$ cat src/rtl/alu_result_sink.sv
// alu_result_sink: buffers ALU results in a small FIFO for a downstream
// consumer. It also keeps statistics on every accepted result: saturating
// event counters, a 32-bit MISR signature, and a sticky flag that is set
// when a result's zero flag disagrees with its value.
module alu_result_sink #(
  parameter int DEPTH = 4,
  parameter int CNT_W = 16
) (
  input  logic             clk,
  input  logic             rst_n,

  input  logic             in_valid,
  output logic             in_ready,
  input  logic [0:31]      in_result,
  input  logic [0:3]       in_ctrl,
  input  logic             in_zero,
  input  logic             in_of,

  output logic             out_valid,
  input  logic             out_ready,
  output logic [0:31]      out_result,
  output logic [0:3]       out_ctrl,
  output logic             out_zero,
  output logic             out_of,

  input  logic             clear,
  output logic [CNT_W-1:0] total_cnt,
  output logic [CNT_W-1:0] zero_cnt,
  output logic [CNT_W-1:0] of_cnt,
  output logic [0:31]      signature,
  output logic             flag_err
);

  localparam int              AW       = (DEPTH > 1) ? $clog2(DEPTH) : 1;
  localparam logic [AW:0]     FULL_CNT = (AW+1)'(DEPTH);
  localparam logic [AW-1:0]   PTR_ONE  = AW'(1);
  localparam logic [AW:0]     CNT_ONE  = (AW+1)'(1);
  localparam logic [CNT_W-1:0] CNT_MAX = '1;
  localparam logic [0:31]     SIG_SEED = 32'hFFFF_FFFF;
  localparam logic [0:31]     SIG_POLY = 32'h0040_0007;

  typedef struct packed {
    logic [0:31] result;
    logic [0:3]  ctrl;
    logic        zero;
    logic        of;
  } entry_t;

  // FIFO storage and bookkeeping
  entry_t        mem_q [DEPTH];
  entry_t        mem_d [DEPTH];
  logic [AW-1:0] wr_ptr_q, wr_ptr_d;
  logic [AW-1:0] rd_ptr_q, rd_ptr_d;
  logic [AW:0]   count_q, count_d;

  // Statistics
  logic [CNT_W-1:0] total_cnt_q, total_cnt_d;
  logic [CNT_W-1:0] zero_cnt_q, zero_cnt_d;
  logic [CNT_W-1:0] of_cnt_q, of_cnt_d;
  logic [0:31]      sig_q, sig_d;
  logic             err_q, err_d;

  logic push;
  logic pop;
  logic zero_mismatch;

  function automatic logic [CNT_W-1:0] sat_inc(input logic [CNT_W-1:0] v);
    return (v == CNT_MAX) ? v : v + CNT_W'(1);
  endfunction

  // Handshakes: ready is gated by reset so nothing is offered while held in reset;
  // it never looks at out_ready, so a full FIFO cannot be bypassed.
  assign in_ready  = rst_n && (count_q != FULL_CNT);
  assign out_valid = (count_q != '0);
  assign push      = in_valid && in_ready;
  assign pop       = out_valid && out_ready;

  // The head comes straight from storage, so a newly written entry shows up right after its edge
  assign out_result = mem_q[rd_ptr_q].result;
  assign out_ctrl   = mem_q[rd_ptr_q].ctrl;
  assign out_zero   = mem_q[rd_ptr_q].zero;
  assign out_of     = mem_q[rd_ptr_q].of;

  assign total_cnt = total_cnt_q;
  assign zero_cnt  = zero_cnt_q;
  assign of_cnt    = of_cnt_q;
  assign signature = sig_q;
  assign flag_err  = err_q;

  // FIFO next-state: pointers wrap naturally because DEPTH is a power of two
  always_comb begin
    mem_d    = mem_q;
    wr_ptr_d = wr_ptr_q;
    rd_ptr_d = rd_ptr_q;
    count_d  = count_q;
    if (push) begin
      mem_d[wr_ptr_q].result = in_result;
      mem_d[wr_ptr_q].ctrl   = in_ctrl;
      mem_d[wr_ptr_q].zero   = in_zero;
      mem_d[wr_ptr_q].of     = in_of;
      wr_ptr_d               = wr_ptr_q + PTR_ONE;
    end
    if (pop) begin
      rd_ptr_d = rd_ptr_q + PTR_ONE;
    end
    case ({push, pop})
      2'b10:   count_d = count_q + CNT_ONE;
      2'b01:   count_d = count_q - CNT_ONE;
      default: count_d = count_q;
    endcase
  end

  // Statistics next-state: clear takes priority over a coincident accept
  always_comb begin
    total_cnt_d   = total_cnt_q;
    zero_cnt_d    = zero_cnt_q;
    of_cnt_d      = of_cnt_q;
    sig_d         = sig_q;
    err_d         = err_q;
    zero_mismatch = (in_zero != (in_result == 32'h0));
    if (clear) begin
      total_cnt_d = '0;
      zero_cnt_d  = '0;
      of_cnt_d    = '0;
      sig_d       = SIG_SEED;
      err_d       = 1'b0;
    end else if (push) begin
      total_cnt_d = sat_inc(total_cnt_q);
      if (in_zero) zero_cnt_d = sat_inc(zero_cnt_q);
      if (in_of)   of_cnt_d   = sat_inc(of_cnt_q);
      sig_d = (sig_q << 1) ^ (sig_q[0] ? SIG_POLY : 32'h0) ^ in_result;
      err_d = err_q | zero_mismatch;
    end
  end

  // Entry storage has no reset; an empty count makes stale contents invisible
  always_ff @(posedge clk) begin
    mem_q <= mem_d;
  end

  // FIFO control registers
  always_ff @(posedge clk or negedge rst_n) begin
    if (!rst_n) begin
      wr_ptr_q <= '0;
      rd_ptr_q <= '0;
      count_q  <= '0;
    end else begin
      wr_ptr_q <= wr_ptr_d;
      rd_ptr_q <= rd_ptr_d;
      count_q  <= count_d;
    end
  end

  // Statistics registers
  always_ff @(posedge clk or negedge rst_n) begin
    if (!rst_n) begin
      total_cnt_q <= '0;
      zero_cnt_q  <= '0;
      of_cnt_q    <= '0;
      sig_q       <= SIG_SEED;
      err_q       <= 1'b0;
    end else begin
      total_cnt_q <= total_cnt_d;
      zero_cnt_q  <= zero_cnt_d;
      of_cnt_q    <= of_cnt_d;
      sig_q       <= sig_d;
      err_q       <= err_d;
    end
  end

endmodule

$ cat config.mk
export PLATFORM = sky130hd
export DESIGN_NAME = alu_result_sink
export DESIGN_NICKNAME = d
export VERILOG_FILES = /design/src/rtl/alu_result_sink.sv
export SDC_FILE = /design/constraint.sdc
export NUM_CORES = 1
export LEC_CHECK = 0
export ABC_AREA = 1
export CORE_MARGIN = 2
export CORE_UTILIZATION = 45
export DETAILED_ROUTE_END_ITERATION = 8
export PLACE_DENSITY_LB_ADDON = 0.12
export SETUP_SLACK_MARGIN = 0.2
export SYNTH_ARGS = -nofsm -noshare
export SYNTH_HDL_FRONTEND = slang
export SYNTH_SLANG_ARGS = --single-unit
$ cat constraint.sdc
create_clock -name clk -period 6.91 [get_ports clk]
set_input_delay 1.0365 -clock clk [delete_from_list [all_inputs] [get_ports clk]]
set_output_delay 1.0365 -clock clk [all_outputs]
set_load 0.05 [all_outputs]
==> results by group <==
Routing
  • WL final: 26200 um
  • Vias: 7967
  • Post-DRT Antenna Nets: 0
  • First-pass DRT Iterations: 5
  • Vias/cell: 5.20
  • Routed len/inst: between 15 and 20 um
  • Iter 0 DRT Violations: between 400 and 500
  • Drt drc: 0

Synthesis
  • Top_reg_cell synth: edfxtp_1
  • Synth area leader: edfxtp_1
  • Area contributors post-synth: edfxtp_1 (42%), dfrtp_1 (13%), dfstp_2 (7.7%), nand2_1 (5.8%), nor2_1 (5.7%)
  • Synth unique cells: 38
  • Sequential fraction of the synthesis area: 0.624
  • Synth top cells by count: nand2_1 (169), nor2_1 (166), edfxtp_1 (152)
  • Async S/R FF share, synth: 0.367
  • Mean Syn Cell Area: around 10 um^2
  • Post-Syn Area: 0.0109 mm^2
  • Mapped Cells: about 1000
  • Number of synthesized flops with an enable pin: 152
  • Synth Net Count: approximately 1100
  • Top-count cell post-synth: nand2_1
  • Post-synth top area share: 0.418
  • Total of warnings raised by yosys: 0
  • Yosys reg bits: 240

Timing
  • Count of final setup violators: 0
  • Clock Skew: 0.0210 ns
  • Max-slew violations: 0
  • Final min period: 4.23 ns
  • Least-Margin Pin Slew: 1.21 ns
  • Min Hold Slack: around 0.48 ns
  • Final hold vios: 0
  • Slew headroom: 0.192
  • Setup TNS: 0 ns
  • FMAX: 236 MHz
  • RSZ-0062 raised after global routing: no
  • Tcrit/Tclk final: 0.612

Final layout
  • Ant diodes: 0
  • Area of the multi-input gates: roughly 0.0037 mm^2
  • Nets: 1246
  • Cell Count, Final, Fillers Out: about 1500
  • Layout cell share with drive strength beyond 1: 0.0972
  • FF+latch area: 0.00681 mm^2
  • Cell area after layout: 0.0137 mm^2
  • Area growth, synth to finish: 25.4%
  • Fillcell total: just over 2000

Clocking
  • Clock sinks: 240
  • Hold buffers post-CTS: 0
  • CTS Buf Count: 26
  • CTS H-tree depth: 1
  • Post-CTS Setup Bufs: 0
  • Post-CTS Resized: 0
  • CTS tree: yes
  • Root buffer cell: clkbuf_16
  • Clk_lat worst skew: between 0.5 and 0.6 ns
  • CTS Buffer Depth: 3
  • Clk slew on worst S/H paths: 0.06 ns

Floorplanning
  • DIE AREA: 0.0255 mm^2
  • IO Pins: 164
  • Die height: 160 um
  • Core area: 0.0236 mm^2
  • Die W: around 160 um
  • Initial Util: 0.462
  • # rows: between 50 and 60

Min path
  • Class of the most critical hold timing path: input pin to async pin

Setup path
  • CP Data Required Time: 5.87 ns
  • Element type at the critical path end: output pin
  • Crit Path Max Fanout: 76
  • Cells on worst reg2reg path: 4
  • CP Class: register to output pin
  • Critical Path Source Type: register
  • Critical Path AT: 3.19 ns

Global routing
  • Initial antenna violation count: 0
  • GRT overflow: 0
  • Via count of the first global-routing pass: 7548
  • GRT Total Usage: 0.204
  • First-pass GRT wire length: about 42000 um
  • Pin count of the biggest net entering global routing: 79

Run
  • Max-cap violations: 0

Place
  • Placed insts: 1485
  • Final RePlAce weighted congestion: between 0.8 and 0.9
  • Buffers on Ports: 163
  • Area post-placement: 0.0128 mm^2
  • Detailed Place HPWL: 16800 um

Power
  • Total power: 5220 uW
  • Power Density: 381 mW/mm^2
  • Pleak: just under 0.005 uW
  • Peak supply drop: 0.237 mV

Outcome
  • Outcome: complete, no violations
critical path: stages (launching register included):
cell and delay [ns]:
dfrtp_2 0.41, inv_2 0.85, o21ai_0 0.22, o22ai_1 0.30, clkdlybuf4s50_1 0.87
report_power, final:
group,total (uW),internal [uW],switching (uW)
sequential,1790,1710,75.3
clock,1410,859,549
combinational,2030,609,1420
cell usage in the layout (no fill, tap or decap), types with 3 or more instances in the layout:
master	synthesis	routed
bufinv_16	0	3
or2_2	4	4
nor2_4	2	6
nor2_1	166	162
dfstp_2	32	32
inv_2	3	4
xnor2_1	35	35
nor3_2	3	3
nand2_4	4	4
clkbuf_8	0	5
o21ai_1	8	8
clkdlybuf4s50_1	0	162
nor2_2	3	3
xor2_1	30	30
o211ai_1	29	29
and2_1	5	5
a21oi_1	3	3
edfxtp_1	152	152
ha_1	8	8
buf_4	1	11
nand3_1	72	72
nand4_1	10	10
dfrtp_1	56	55
nand2_1	169	169
mux2_2	3	3
clkbuf_16	0	26
o22ai_1	38	38
nor3_1	3	3
clkinv_1	0	4
clkbuf_1	30	6
inv_1	46	45
nand2_2	5	5
o21ai_0	96	96
metrics by stage:
stage | setup slack (ns) | util
2_1_floorplan | 3.34 | -
3_3_place_gp | 2.95 | 0.542
3_5_place_dp | 2.96 | 0.542
4_1_cts | 2.62 | 0.580
5_1_grt | 2.48 | 0.580
6_report | 2.68 | 0.580
cell type report:
| type | instances | area share |
|---|---|---|
| Clock buffer | 37 | 0.0542 |
| Clock inverter | 11 | 0.0102 |
| Inverter | 50 | 0.0141 |
| Multi-Input combinational cell | 703 | 0.270 |
| Sequential cell | 240 | 0.497 |
| Tap cell | 319 | 0.0292 |
| Timing Repair Buffer | 173 | 0.124 |
layer usage:
metal	vias to the layer above	routed length, um	GRT usage
li1	3901	-	-
met1	3799	12000	0.289
met2	229	12100	0.328
met3	38	1580	0.0371
met4	0	509	0.0508
met5	-	0	0
flip-flops by register name, indices dropped and copies added (netlist names):
| name | flops |
|---|---|
| total_cnt | 16 |
| zero_cnt | 16 |
| mem_q | 152 |
| rd_ptr_q | 2 |
| signature | 32 |
| count_q | 3 |
| flag_err | 1 |
| wr_ptr_q | 2 |
| of_cnt | 16 |
worst paths after layout:
kind	start	endpoint	slack [ns]
worst max-delay path	rd_ptr_q[0]	out_of	2.68
worst min-delay path	rst_n	zero_cnt[4]	0.48
worst max register to register	count_q[1]	mem_q[125]	4.07
worst min register to register	count_q[1]	count_q[1]	0.49
max in group asynchronous	rst_n	rd_ptr_q[0]	5.31
min in group clk	count_q[1]	count_q[1]	0.49
kinds of logic (layout without fill, tap and decap cells):
group / after synthesis / in the layout / share of synthesized area
XOR/XNOR: 65 / 65 / 0.0522
flip-flops: 240 / 240 / 0.624
adder cells (fa/ha/maj): 9 / 9 / 0.0110
AO/OA/AOI/OAI: 177 / 177 / 0.0930
AND/OR/NAND/NOR: 449 / 449 / 0.177
multiplexers: 3 / 3 / 0.00309
buffers and inverters: 101 / 271 / 0.0407
(Power assumes the default switching activity.)
